$ cat config.mk
export PLATFORM = sky130hd
export DESIGN_NAME = mc_control_seq
export DESIGN_NICKNAME = d
export VERILOG_FILES = /design/src/rtl/mc_control_seq.sv
export SDC_FILE = /design/constraint.sdc
export NUM_CORES = 1
export LEC_CHECK = 0
export ABC_CLOCK_PERIOD_IN_PS = 3500
export CAP_MARGIN = 20
export CORE_UTILIZATION = 64
export DETAILED_ROUTE_END_ITERATION = 16
export DONT_BUFFER_PORTS = 1
export PLACE_DENSITY = 0.83
export SETUP_SLACK_MARGIN = 0.05
export SYNTH_ARGS = -nofsm -noshare
export SYNTH_HDL_FRONTEND = slang
export SYNTH_SLANG_ARGS = --single-unit
$ cat constraint.sdc
create_clock -name clk -period 3.5 [get_ports clk]
set_clock_uncertainty 0.1 [all_clocks]
set_input_delay 0.525 -clock clk [delete_from_list [all_inputs] [get_ports clk]]
set_output_delay 0.525 -clock clk [all_outputs]
set_load 0.01 [all_outputs]
$ cat src/rtl/mc_control_seq.sv
// mc_control_seq: multi-cycle control sequencer for the MIPS-31 CPU.
// Steps the decoder's per-instruction control word through IF/ID/EX/MEM/WB.
// It gates the RF, DM and PC strobes per state, resolves branches and jumps,
// and waits on the IM, DM and mult/div handshakes under a watchdog.
// Optional build macro MC_PERF_CNT_EN adds the retired and stall_cyc counters.
//
// Handshake semantics: a request (im_r, dm_cs with dm_r/dm_w, or the
// mult/div operation started by md_start) is held while the sequencer sits in
// the waiting state. The matching ready (im_ready, dm_ready, md_done) is
// sampled on the rising edge. The transfer completes on the cycle where the
// request is up and ready=1, and the state advances on that edge. A ready is
// ignored outside its own waiting state.
module mc_control_seq #(
  parameter int M_W      = 9,
  parameter int ALUC_W   = 4,
  parameter int WAIT_MAX = 15
) (
  input  logic              clk,
  input  logic              rst,
  input  logic              im_ready,
  input  logic              dm_ready,
  input  logic              md_done,
  input  logic              zero,
  input  logic [M_W-1:0]    m_in,
  input  logic [ALUC_W-1:0] aluc_in,
  input  logic              rf_w_in,
  input  logic              dm_r_in,
  input  logic              dm_w_in,
  input  logic              md_in,
  input  logic              cls_beq,
  input  logic              cls_bne,
  input  logic              cls_j,
  input  logic              cls_jr,
  output logic              im_r,
  output logic              ir_we,
  output logic              pc_we,
  output logic [1:0]        pc_sel,
  output logic              rf_w,
  output logic              dm_cs,
  output logic              dm_r,
  output logic              dm_w,
  output logic              md_start,
  output logic [M_W-1:0]    m,
  output logic [ALUC_W-1:0] aluc,
  output logic [2:0]        state,
`ifdef MC_PERF_CNT_EN
  output logic [31:0]       retired,
  output logic [31:0]       stall_cyc,
`endif
  output logic              fault
);

  // A zero WAIT_MAX disables the watchdog. A 1-bit counter is kept so the
  // widths stay legal in that case.
  localparam int CNT_W = (WAIT_MAX > 0) ? $clog2(WAIT_MAX + 1) : 1;
  // The trip happens when the last permitted wait cycle also sees no ready.
  localparam logic [CNT_W-1:0] CNT_LAST = (WAIT_MAX > 0) ? CNT_W'(WAIT_MAX - 1) : '0;

  typedef enum logic [2:0] {
    S_IF    = 3'd0,
    S_ID    = 3'd1,
    S_EX    = 3'd2,
    S_MEM   = 3'd3,
    S_WB    = 3'd4,
    S_FAULT = 3'd7
  } state_t;

  typedef struct packed {
    logic rf_w;
    logic dm_r;
    logic dm_w;
    logic md;
    logic beq;
    logic bne;
    logic j;
    logic jr;
  } ctrl_t;

  state_t            state_q, state_d;
  ctrl_t             ctrl_q, ctrl_d;
  logic [M_W-1:0]    m_q, m_d;
  logic [ALUC_W-1:0] aluc_q, aluc_d;
  logic [1:0]        pc_sel_q, pc_sel_d;
  logic [CNT_W-1:0]  wait_cnt_q, wait_cnt_d;
  logic              ex_first_q, ex_first_d;

  logic              waiting;   // the current state is waiting on a handshake
  logic              hs_ready;  // ready of the handshake being waited on
  logic              br_taken;
  logic [1:0]        sel_res;

  // Branch/jump resolution from the latched class bits and the live ALU zero flag.
  always_comb begin
    br_taken = (ctrl_q.beq && zero) || (ctrl_q.bne && !zero);
    sel_res  = 2'd0;
    if (br_taken)       sel_res = 2'd1;
    else if (ctrl_q.j)  sel_res = 2'd2;
    else if (ctrl_q.jr) sel_res = 2'd3;
  end

  // Next-state, latches, watchdog and combinational strobes.
  always_comb begin
    state_d    = state_q;
    ctrl_d     = ctrl_q;
    m_d        = m_q;
    aluc_d     = aluc_q;
    pc_sel_d   = pc_sel_q;
    wait_cnt_d = wait_cnt_q;
    waiting    = 1'b0;
    hs_ready   = 1'b0;
    im_r       = 1'b0;
    ir_we      = 1'b0;
    pc_we      = 1'b0;
    rf_w       = 1'b0;
    dm_cs      = 1'b0;
    dm_r       = 1'b0;
    dm_w       = 1'b0;
    md_start   = 1'b0;
    pc_sel     = pc_sel_q;

    case (state_q)
      S_IF: begin
        im_r     = 1'b1;
        waiting  = 1'b1;
        hs_ready = im_ready;
        if (im_ready) begin
          ir_we   = 1'b1;
          state_d = S_ID;
        end
      end
      S_ID: begin
        m_d      = m_in;
        aluc_d   = aluc_in;
        ctrl_d   = '{rf_w: rf_w_in, dm_r: dm_r_in, dm_w: dm_w_in, md: md_in,
                     beq: cls_beq, bne: cls_bne, j: cls_j, jr: cls_jr};
        pc_sel_d = 2'd0;
        state_d  = S_EX;
      end
      S_EX: begin
        md_start = ex_first_q && ctrl_q.md;
        waiting  = ctrl_q.md;
        hs_ready = md_done;
        if (!ctrl_q.md || md_done) begin
          // Present the resolved select in the same cycle as a possible pc_we.
          pc_sel   = sel_res;
          pc_sel_d = sel_res;
          if (ctrl_q.dm_r || ctrl_q.dm_w) begin
            state_d = S_MEM;
          end else if (ctrl_q.rf_w) begin
            state_d = S_WB;
          end else begin
            pc_we   = 1'b1;
            state_d = S_IF;
          end
        end
      end
      S_MEM: begin
        dm_cs    = 1'b1;
        dm_w     = ctrl_q.dm_w;
        // An illegal word with both bits set is treated as a store.
        dm_r     = ctrl_q.dm_r && !ctrl_q.dm_w;
        waiting  = 1'b1;
        hs_ready = dm_ready;
        if (dm_ready) begin
          if (ctrl_q.dm_w) begin
            pc_we   = 1'b1;
            state_d = S_IF;
          end else begin
            state_d = S_WB;
          end
        end
      end
      S_WB: begin
        rf_w    = 1'b1;
        pc_we   = 1'b1;
        state_d = S_IF;
      end
      S_FAULT: begin
        state_d = S_FAULT;
      end
      default: begin
        state_d = S_IF;
      end
    endcase

    // Watchdog. A ready on the last permitted cycle still wins.
    if ((WAIT_MAX > 0) && waiting && !hs_ready && (wait_cnt_q == CNT_LAST)) begin
      state_d = S_FAULT;
    end

    if (state_d != state_q) begin
      wait_cnt_d = '0;
    end else if ((WAIT_MAX > 0) && waiting) begin
      wait_cnt_d = wait_cnt_q + CNT_W'(1);
    end

    // No strobe may fire while reset is held.
    if (rst) begin
      im_r     = 1'b0;
      ir_we    = 1'b0;
      pc_we    = 1'b0;
      rf_w     = 1'b0;
      dm_cs    = 1'b0;
      dm_r     = 1'b0;
      dm_w     = 1'b0;
      md_start = 1'b0;
      pc_sel   = 2'd0;
    end
  end

  assign ex_first_d = (state_d == S_EX) && (state_q != S_EX);

  // State and latched control word registers.
  always_ff @(posedge clk) begin
    if (rst) begin
      state_q    <= S_IF;
      ctrl_q     <= '0;
      m_q        <= '0;
      aluc_q     <= '0;
      pc_sel_q   <= 2'd0;
      wait_cnt_q <= '0;
      ex_first_q <= 1'b0;
    end else begin
      state_q    <= state_d;
      ctrl_q     <= ctrl_d;
      m_q        <= m_d;
      aluc_q     <= aluc_d;
      pc_sel_q   <= pc_sel_d;
      wait_cnt_q <= wait_cnt_d;
      ex_first_q <= ex_first_d;
    end
  end

  assign m     = m_q;
  assign aluc  = aluc_q;
  assign state = state_q;
  assign fault = (state_q == S_FAULT);

`ifdef MC_PERF_CNT_EN
  logic [31:0] retired_q, stall_cyc_q;

  // Retired-instruction and handshake-stall counters, wrapping modulo 2^32.
  always_ff @(posedge clk) begin
    if (rst) begin
      retired_q   <= '0;
      stall_cyc_q <= '0;
    end else begin
      retired_q   <= retired_q + {31'd0, pc_we};
      stall_cyc_q <= stall_cyc_q + {31'd0, (waiting && !hs_ready)};
    end
  end

  assign retired   = retired_q;
  assign stall_cyc = stall_cyc_q;
`endif

endmodule

==> results of run 1 <==
==> synth_stat cells, drive strengths merged, types with 4 or more instances <==
cell type  instances  area (sq um)
nor3               5          30.0
o21ai              7          35.0
nor2               7          26.3
a21oi             23           115
clkbuf             9          33.8
inv                4          15.0
nand2             49           184
dfxtp             31           621
nand2b             4          25.0
a31oi              4          25.0
buf                4          27.5
nor2b              4          25.0
==> worst paths after layout <==
path	endpoint	slack, ps
max	pc_we	680
max reg2reg	m[3]	1190
min reg2reg	ctrl_q[1]	360
min	state[0]	150
==> final cells by class <==
type                            count  area share [%]
Clock buffer                        6            3.19
Sequential cell                    31            38.6
Multi-Input combinational cell    145            52.5
Inverter                            4           0.934
Timing Repair Buffer                1           0.467
Tap cell                           28            2.18
Clock inverter                      2            2.18
==> worst register-to-register path, cell delays in order, from the launching register on <==
cell and delay, ps:
dfxtp_1 830, inv_1 320, or3_1 680, nand2_1 190, a21oi_1 80
==> sequential cells by signal, indices dropped and copies added (netlist names) <==
signal	cells
ex_first_q	1
m	9
ctrl_q	8
pc_sel_q	2
state	3
aluc	4
wait_cnt_q	4
==> power by group through the flow <==
stage | logic, W | registers [W] | clock network [W]
2_1_floorplan | 0.0000811 | 0.000393 | 0
3_3_place_gp | 0.0000758 | 0.000402 | 0
3_5_place_dp | 0.0000809 | 0.000404 | 0
4_1_cts | 0.0000807 | 0.000396 | 0.000295
5_1_grt | 0.0000905 | 0.000400 | 0.000311
6_report | 0.0000805 | 0.000397 | 0.000293
==> metrics by stage <==
step	utilization (%)	power, W	instance area (sq um)	instances	setup slack (ps)
final	72.0	0.000770	1610	217	675
after floorplan	-	0.000474	1540	193	1420
after detailed placement	68.1	0.000485	1520	209	1080
after CTS	72.0	0.000772	1610	217	706
after global routing	72.0	0.000801	1610	217	565
after global placement	68.1	0.000478	1520	209	1200
==> metal layers <==
layer,vias to the layer above,global-route usage (%)
met5,-,0
met3,4,9.23
met2,54,50.0
li1,657,-
met4,0,8.80
met1,619,30.6
==> logic make-up after synthesis <==
group	count (synthesis)	share of synthesized area, %
xor gates and xnor gates	2	1.14
and+or+nand+nor	94	30.7
buffers and inverters	17	4.95
AOI/OAI and AO/OA	45	20.0
adders and majority gates	2	1.62
DFF	31	40.3
muxes	2	1.30
==> key figures, run 1 <==
Yosys
  – Syn nets: ~220
  – Asr flop ratio synth: 0%
  – Post-synthesis sequential area ratio: 40.3%
  – Synth Register Bits: 31
  – Mapped Area: around 0.0015 sq mm
  – Yosys cell types: 46
  – Ys Warns: 0
  – Synthesized area per cell: approximately 8 sq um
  – Post-synth EDFFs: 0
  – Post-synth top flop: dfxtp_1
  – Cells after Synth: 193

Worst setup path
  – Worst Path Arrival: 2200 ps
  – Worst setup path startpoint: state[1]
  – Crit Path Class: reg -> out
  – CP endpoint kind: output pin
  – Max incr delay on CP: 810 ps
  – R2r startpoint: state[0]
  – Data required, critical path: 2870 ps
  – CP cell instances: nand2b_1 > nor4bb_1 > o21ai_0 > a21oi_1
  – CP Launch Type: flop
  – Buffer and inverter count on the worst path: 0
  – Top Family by Delay on Critical Path: flip-flops
  – FF-to-FF path depth: 4
  – Crit-path max FO: 22
  – Crit. path cell count: 4
  – Critical Path Slowest Stage Cell: dfxtp_1

Power
  – Share of total power in combinational logic: 10.5%
  – Sw frac: 25.6%
  – Internal power: roughly 0.00057 W
  – Static Leakage: 0.580 nW
  – Clock Power Share: 38.1%
  – Flop pwr share: 51.5%
  – Switch Pwr: 0.000198 W
  – Pwr/cell area: 479 mW/mm^2
  – Maximum vdd drop: roughly 0.39 mV

STA
  – Slew HR: 48.9%
  – Final min period: 2820 ps
  – Unrepaired setup endpoints after global routing: false
  – Hold Vio Cnt, Final: 0
  – Hold_ws: 149 ps
  – Worst-Margin Slew: 766 ps
  – Final worst path period share: 80.7%
  – Final setup vio count: 0
  – Max Slew Vio Count: 0
  – Fin Setup TNS: 0 ps
  – FMAX: between 300 and 400 MHz

Clocking
  – Clock-pin slew on the worst setup and hold paths: 100 ps
  – Number of CTS-inserted buffers: 5
  – Worst skew pair latency: 330 ps
  – CTS tree: done
  – Hold-fix buffers, CTS: 0
  – CTS HTree Levels: 2
  – Clock Path Buffers: 2
  – CTS sink count: 31
  – Post-cts resize count: 0
  – CTS root buf: clkbuf_4
  – Postcts setup bufs: 0

Route
  – Met3 WL: 220 microns
  – Routed vias/inst: about 6.1
  – Antenna Violating Nets Remaining: 0
  – # DRC: 0
  – Starting DRC count in detailed routing: 28
  – Per-cell routed wire length: 15.6 microns
  – WL final: 3390 microns
  – Vias: 1,334
  – Routed met1 length: 1400 microns
  – Pre-Repair DR Iteration Count: 4
  – Top routing layer in use: met4
  – DR WL met2: 1740 microns

Finish
  – Fill cells: between 150 and 200
  – Final nets: approximately 220
  – # diodes: 0
  – Fraction of layout cells with a size suffix above 1: 10.1%
  – Most common cell after layout, fill and taps aside: nand2_1
  – Area of the multi-input gates: 843 sq um
  – Area grow syn2layout: 4.39%
  – Commonest non-fill, non-tap cells in the layout: 49 x nand2_1, 31 x dfxtp_1, 23 x a21oi_1, 7 x nor2_1, 7 x o21ai_0
  – Sequential Area: 621 sq um

Global route
  – Overflow after GRT: 0
  – First-pass GRT wire length: 5390 microns
  – Vias in the first global route: ~1,300
  – Global Route Usage Sum: 27.9%
  – Largest net degree at the start of global routing: 33
  – Initial antenna violation count: 0

Outcome
  – Status: finished, final reports clean

Worst hold path
  – Worst Hold Class: in -> reg
  – Hold depth: 1
  – Hold Path Origin: rst

Floorplanning
  – Die footprint: 0.00261 sq mm
  – Core box area: about 0.0022 sq mm
  – Die width: 51.1 microns
  – Starting Density: 69.0%
  – Die Span Y: 51.1 microns
  – Ports: 54
  – Row cnt: 17

Flow run
  – Max_cap viols: 0

Placement
  – Gpl congestion: 0.888
  – Post-DP HPWL: 2360 microns
  – Port bufs: 0
Power figures use the tool's default switching activity.
==> inputs of run 2 (changes only) <==
Settings changed: ABC_CLOCK_PERIOD_IN_PS 3500 to 2460, CORE_UTILIZATION 64 to 55, PLACE_DENSITY 0.83 to 0.76.
Clock period 3.5 ns to 2.46 ns, I/O delays scaled along.
==> run 2 against run 1 <==
Net effect: clock-buffer cell count unchanged; via count increased by 0.22%; final cell count increased by 2.8%; largest power group unchanged; sequential power increased by 40%; global-route usage decreased by 3.4 points; non-clock buffer count increased by 5; sequential cell count unchanged; combinational power increased by 68%.
==> key figures, run 2 (synthesis results as in run 1) <==
Placement
  – Gpl congestion: 0.882 (-0.73%)
  – Post-DP HPWL: 2340 microns (-1.1%)
  – Placed cell count: 213 (+1.9%)
  – Setup WS pre-CTS: 466 ps (-618 ps)
  – Port bufs: 0 (unchanged)

Power
  – Power, Total: 0.000988 W (+28%)
  – Static Leakage: 0.591 nW (+1.9%)
  – Pwr/cell area: 605 mW/mm^2 (+26%)
  – Sw frac: 27.8% (+2.2 points)
  – Clock Power Share: 30.0% (-8.1 points)
  – Share of total power in combinational logic: 13.7% (+3.2 points)
  – Maximum vdd drop: 0.517 mV (+33%)
  – Flop pwr share: 56.3% (+4.8 points)
  – Switch Pwr: 0.000275 W (+39%)
  – Internal power: 0.000713 W (+25%)

Clocking
  – CTS tree: done
  – CTS root buf: clkbuf_4
  – CTS HTree Levels: 2 (unchanged)
  – CTS sink count: 31 (unchanged)
  – Worst skew pair latency: 320 ps (about the same)
  – Clock Path Buffers: 2 (unchanged)
  – Number of CTS-inserted buffers: 5 (unchanged)
  – Clock-pin slew on the worst setup and hold paths: 90 ps (about the same)

Route
  – Starting DRC count in detailed routing: 42 (+50%)
  – # DRC: 0 (unchanged)
  – Vias: 1,337 (+0.22%)
  – WL final: 3460 microns (+1.9%)
  – Antenna Violating Nets Remaining: 0 (unchanged)
  – Per-cell routed wire length: 15.5 microns (-0.83%)
  – Pre-Repair DR Iteration Count: 4 (unchanged)
  – Routed vias/inst: 6.00 (-2.5%)

Worst setup path
  – Crit-path max FO: 13 (-41%)
  – Data required, critical path: 1990 ps (-880 ps)
  – Max incr delay on CP: 480 ps (-330 ps)
  – CP Launch Type: flop
  – Worst Path Arrival: 1830 ps (-370 ps)
  – Critical Path Slowest Stage Cell: dfxtp_1
  – CP cell instances: nand2b_2 > nor4bb_1 > o21ai_0 > a21oi_1
  – CP endpoint kind: output pin
  – Crit Path Class: reg -> out
  – Top Family by Delay on Critical Path: simple AND/OR/NAND/NOR gates
  – Buffer and inverter count on the worst path: 0 (unchanged)

Finish
  – Sequential Area: 621 sq um (unchanged)
  – Fin util: 63.6% (-8.4 points)
  – Fill cells: 246 (+43%)
  – Fin cells: 223 (+2.8%)
  – Area of the multi-input gates: 851 sq um (+0.89%)
  – Commonest non-fill, non-tap cells in the layout: 49 x nand2_1, 31 x dfxtp_1, 23 x a21oi_1, 7 x nor2_1, 7 x o21ai_0
  – Most common cell after layout, fill and taps aside: nand2_1
  – Area grow syn2layout: 6.01%
  – Max FFs per register: 9 (unchanged)
  – # diodes: 0 (unchanged)
  – Final nets: 222 (+2.3%)
  – Fraction of layout cells with a size suffix above 1: 11.4% (+1.3 points)

STA
  – Final min period: about 2300 ps
  – Final setup vio count: 0 (unchanged)
  – Hold Vio Cnt, Final: 0 (unchanged)
  – Unrepaired setup endpoints after global routing: true
  – FMAX: 436 MHz
  – Worst-Margin Slew: 677 ps (-89.0 ps)
  – Fin Setup TNS: 0 ps (unchanged)
  – Final worst path period share: 93.3%
  – Setup WS post-layout: 166 ps (-510 ps)
  – Slew HR: 54.7% (+5.9 points)
  – Max Slew Vio Count: 0 (unchanged)

Flow run
  – Max_cap viols: 0 (unchanged)

Floorplanning
  – Core box area: 0.00257 sq mm (+15%)
  – Ports: 54 (unchanged)
  – Starting Density: 60.0% (-9.0 points)
  – Row cnt: 18 (+1)
  – Die width: 54.9 microns (+7.6%)
  – Die Span Y: 54.9 microns (+7.6%)
  – Die footprint: 0.00302 sq mm (+16%)

Outcome
  – Status: finished, final reports clean

Global route
  – Global Route Usage Sum: 24.5% (-3.4 points)
  – Vias in the first global route: 1,138 (-9.2%)
  – Initial antenna violation count: 0 (unchanged)
  – First-pass GRT wire length: 5150 microns (-4.5%)
  – Largest net degree at the start of global routing: 24 (-27%)
  – Overflow after GRT: 0 (unchanged)

Worst hold path
  – Worst Hold Class: in -> reg
==> run 2: changes by cell type in the layout (fill, tap and decap cells not counted) <==
cell           before  now
buf_4               1    3
bufinv_16           1    0
dlygate4sd3_1       0    3
nand2b_1            4    3
nand2b_2            0    1
nor3_1              4    3
nor3_2              1    2
==> run 2: metrics by stage <==
step | area [sq um] | hold WS (ps)
finish | 1630 | 17.2
global route | 1630 | 4.07
CTS | 1620 | 1.29
detailed placement | 1540 | 343
global placement | 1540 | 337
floorplan | 1540 | 336
==> run 2: routing by layer <==
metal | share of wire (%) | GRT usage [%] | vias up
met5 | 0 | 0 | -
met4 | 0.78 | 11.7 | 0
met3 | 6.8 | 6.83 | 4
met2 | 49 | 38.4 | 60
met1 | 43 | 30.8 | 606
li1 | - | - | 667
==> run 2: final timing paths <==
check,from,slack [ps],end,cells past startpoint
worst min-delay path,rst,20,aluc[1],1
worst min register to register,ctrl_q[2],360,ctrl_q[2],2
worst max-delay path,state[2],170,pc_we,4
worst max register to register,state[0],370,m[3],4
==> run 2: cell type report <==
class / count / area share [%]
multi-input combinational: 145 / 52.1
sequential: 31 / 38.0
timing repair buffer: 6 / 3.22
clock buffer: 6 / 3.14
tap: 30 / 2.30
inverter: 4 / 0.920
clock inverter: 1 / 0.307
==> run 2: timing repair <==
action | CTS | global route
hold endpoints to repair | 18 | 2
resized for setup | 0 | 2
hold buffers | 2 | 1
setup buffers | 0 | 0
endpoints found under the setup margin | 0 | 2
==> run 2: power by group through the flow <==
| stage | clock network, W | registers, W | logic [W] |
|---|---|---|---|
| 2_1_floorplan | 0 | 0.000559 | 0.000115 |
| 3_3_place_gp | 0 | 0.000566 | 0.000120 |
| 3_5_place_dp | 0 | 0.000567 | 0.000125 |
| 4_1_cts | 0.000302 | 0.000556 | 0.000133 |
| 5_1_grt | 0.000321 | 0.000561 | 0.000151 |
| 6_report | 0.000297 | 0.000556 | 0.000135 |
==> inputs of run 3 (changes only) <==
Settings changed: GPL_ROUTABILITY_DRIVEN from default to 1, MAX_ROUTING_LAYER from default to met4.
==> run 3 against run 2 <==
Net effect: utilization is 0.78 points higher; die area unchanged; fmax fell by 0.26%; sequential share of layout area decreased by 0.38 points; clock power grew 43%; via count rose by 3.7%; final cell count unchanged; clock-buffer cell count is the same; first-iteration DRC count is 2.4% lower; combinational power about the same; sequential cell count is the same; critical path type unchanged; largest cell class unchanged.
==> key figures, run 3 (synthesis results as in run 1) <==
Floorplanning
  – Row cnt: 18 (unchanged)
  – Starting Density: 60.0% (unchanged)
  – Die footprint: 0.00302 sq mm (unchanged)
  – Die Span Y: 54.9 microns (unchanged)
  – Core box area: 0.00257 sq mm (unchanged)
  – Die width: 54.9 microns (unchanged)
  – Ports: 54 (unchanged)

Route
  – # DRC: 0 (unchanged)
  – WL final: 3480 microns (+0.69%)
  – Vias: 1,386 (+3.7%)
  – Routed vias/inst: 6.22 (+3.7%)
  – Per-cell routed wire length: 15.6 microns (+0.69%)
  – Starting DRC count in detailed routing: 41 (-2.4%)
  – Pre-Repair DR Iteration Count: 4 (unchanged)
  – Antenna Violating Nets Remaining: 0 (unchanged)

STA
  – Max Slew Vio Count: 0 (unchanged)
  – Fin Setup TNS: 0 ps (unchanged)
  – Final worst path period share: 93.5% (+0.24 points)
  – Final min period: 2300 ps (+5.96 ps)
  – Unrepaired setup endpoints after global routing: true
  – Slew HR: 39.9% (-15 points)
  – Hold Vio Cnt, Final: 0 (unchanged)
  – FMAX: 435 MHz (-0.26%)
  – Worst-Margin Slew: 898 ps (+222 ps)
  – Final setup vio count: 0 (unchanged)

Clocking
  – CTS root buf: clkbuf_4
  – Clock Path Buffers: 2 (unchanged)
  – Worst skew pair latency: 330 ps (about the same)
  – CTS tree: done
  – CTS HTree Levels: 2 (unchanged)
  – CTS sink count: 31 (unchanged)
  – Clock-pin slew on the worst setup and hold paths: 100 ps (about the same)
  – Number of CTS-inserted buffers: 5 (unchanged)

Global route
  – Global Route Usage Sum: 26.4% (+1.9 points)
  – Overflow after GRT: 0 (unchanged)
  – First-pass GRT wire length: 5340 microns (+3.7%)
  – Initial antenna violation count: 0 (unchanged)
  – Largest net degree at the start of global routing: 25 (+4.2%)
  – Vias in the first global route: 1,209 (+6.2%)

Finish
  – Fraction of layout cells with a size suffix above 1: 13.0% (+1.6 points)
  – # diodes: 0 (unchanged)
  – Max FFs per register: 9 (unchanged)
  – Area grow syn2layout: 7.31%
  – Final nets: 221 (-0.45%)
  – Commonest non-fill, non-tap cells in the layout: 49 x nand2_1, 30 x dfxtp_1, 23 x a21oi_1, 7 x nor2_1, 7 x o21ai_0
  – Most common cell after layout, fill and taps aside: nand2_1
  – Fill cells: 234 (-4.9%)
  – Fin cells: 223 (unchanged)

Placement
  – Port bufs: 0 (unchanged)
  – Post-DP HPWL: 2480 microns (+5.8%)
  – Gpl congestion: 0.914 (+3.7%)
  – Placed cell count: 214 (+0.47%)

Worst setup path
  – CP endpoint kind: output pin
  – Max incr delay on CP: 490 ps (about the same)
  – Crit Path Class: reg -> out
  – Data required, critical path: 1990 ps (about the same)
  – Top Family by Delay on Critical Path: simple AND/OR/NAND/NOR gates
  – Worst Path Arrival: 1830 ps (about the same)
  – CP cell instances: nand2b_2 > nor4bb_1 > o21ai_0 > a21oi_1
  – Crit-path max FO: 13 (unchanged)
  – CP Launch Type: flop
  – Buffer and inverter count on the worst path: 0 (unchanged)
  – Critical Path Slowest Stage Cell: dfxtp_1

Flow run
  – Max_cap viols: 0 (unchanged)

Power
  – Maximum vdd drop: 0.540 mV (+4.4%)
  – Static Leakage: 0.602 nW (+1.8%)
  – Power, Total: 0.00112 W (+13%)
  – Pwr/cell area: 676 mW/mm^2 (+12%)

Outcome
  – Status: finished, final reports clean

Worst hold path
  – Worst Hold Class: in -> reg
[run 3: cell types whose count changed in the layout (fill, tap and decap cells not counted)]
| cell | change |
|---|---|
| nor3_2 | -1 |
| dfxtp_1 | -1 |
| nor3_1 | +1 |
| buf_4 | +1 |
| dfxtp_2 | +1 |
| bufinv_16 | +1 |
| dlygate4sd3_1 | -2 |
| nor4_2 | +1 |
| nor4_1 | -1 |
[run 3: worst reg2reg max path, cell delays in order (launching register included)]
cell and delay, ps:
dfxtp_1 620, inv_1 270, or3_1 660, nand2_1 180, a21oi_1 80
[run 3: worst paths after layout]
check / startpoint / to / slack, ps / cells past startpoint
hold / removal: md_in / ctrl_q[4] / 60 / 2
hold reg to reg: ctrl_q[3] / ctrl_q[3] / 370 / 2
setup reg to reg: state[0] / m[6] / 400 / 4
setup / recovery: state[2] / pc_we / 160 / 4
[run 3: metrics by stage]
stage	instance area, sq um	setup WS (ps)	utilization, %	hold slack [ps]
global route	1650	50.5	64.4	48.1
floorplan	1540	609	-	336
detailed placement	1550	457	60.2	343
finish	1650	160	64.4	55.8
CTS	1640	65.2	64.0	53.0
global placement	1550	527	60.2	337
[run 3: per-layer routing]
layer | wire length, microns | GRT usage [%]
met3 | 305 | 7.65
met5 | 0 | -
met4 | 45 | 10.0
met2 | 1730 | 44.0
met1 | 1400 | 29.7
[run 3: layout make-up]
cell class / count / area [sq um] / share of cell area [%]
sequential: 31 / 622 / 37.6
timing repair buffer: 5 / 40.0 / 2.42
clock inverter: 2 / 35.0 / 2.12
multi-input combinational: 145 / 852 / 51.6
tap: 30 / 37.5 / 2.27
inverter: 4 / 15.0 / 0.908
clock buffer: 6 / 51.3 / 3.10
[run 3: repair_timing]
item                                    in CTS  in global routing
hold buffers                                 1                  0
setup buffers                                0                  0
endpoints found under the setup margin       0                  5
gates resized for setup                      0                  3
endpoints found under the hold margin       24                  0
[run 3: report_power, final]
| group | switching [W] | leakage (nW) | internal [W] |
|---|---|---|---|
| combinational | 0.0000803 | 0.301 | 0.0000538 |
| sequential | 0.0000317 | 0.253 | 0.000527 |
| clock | 0.000184 | 0.0482 | 0.000240 |
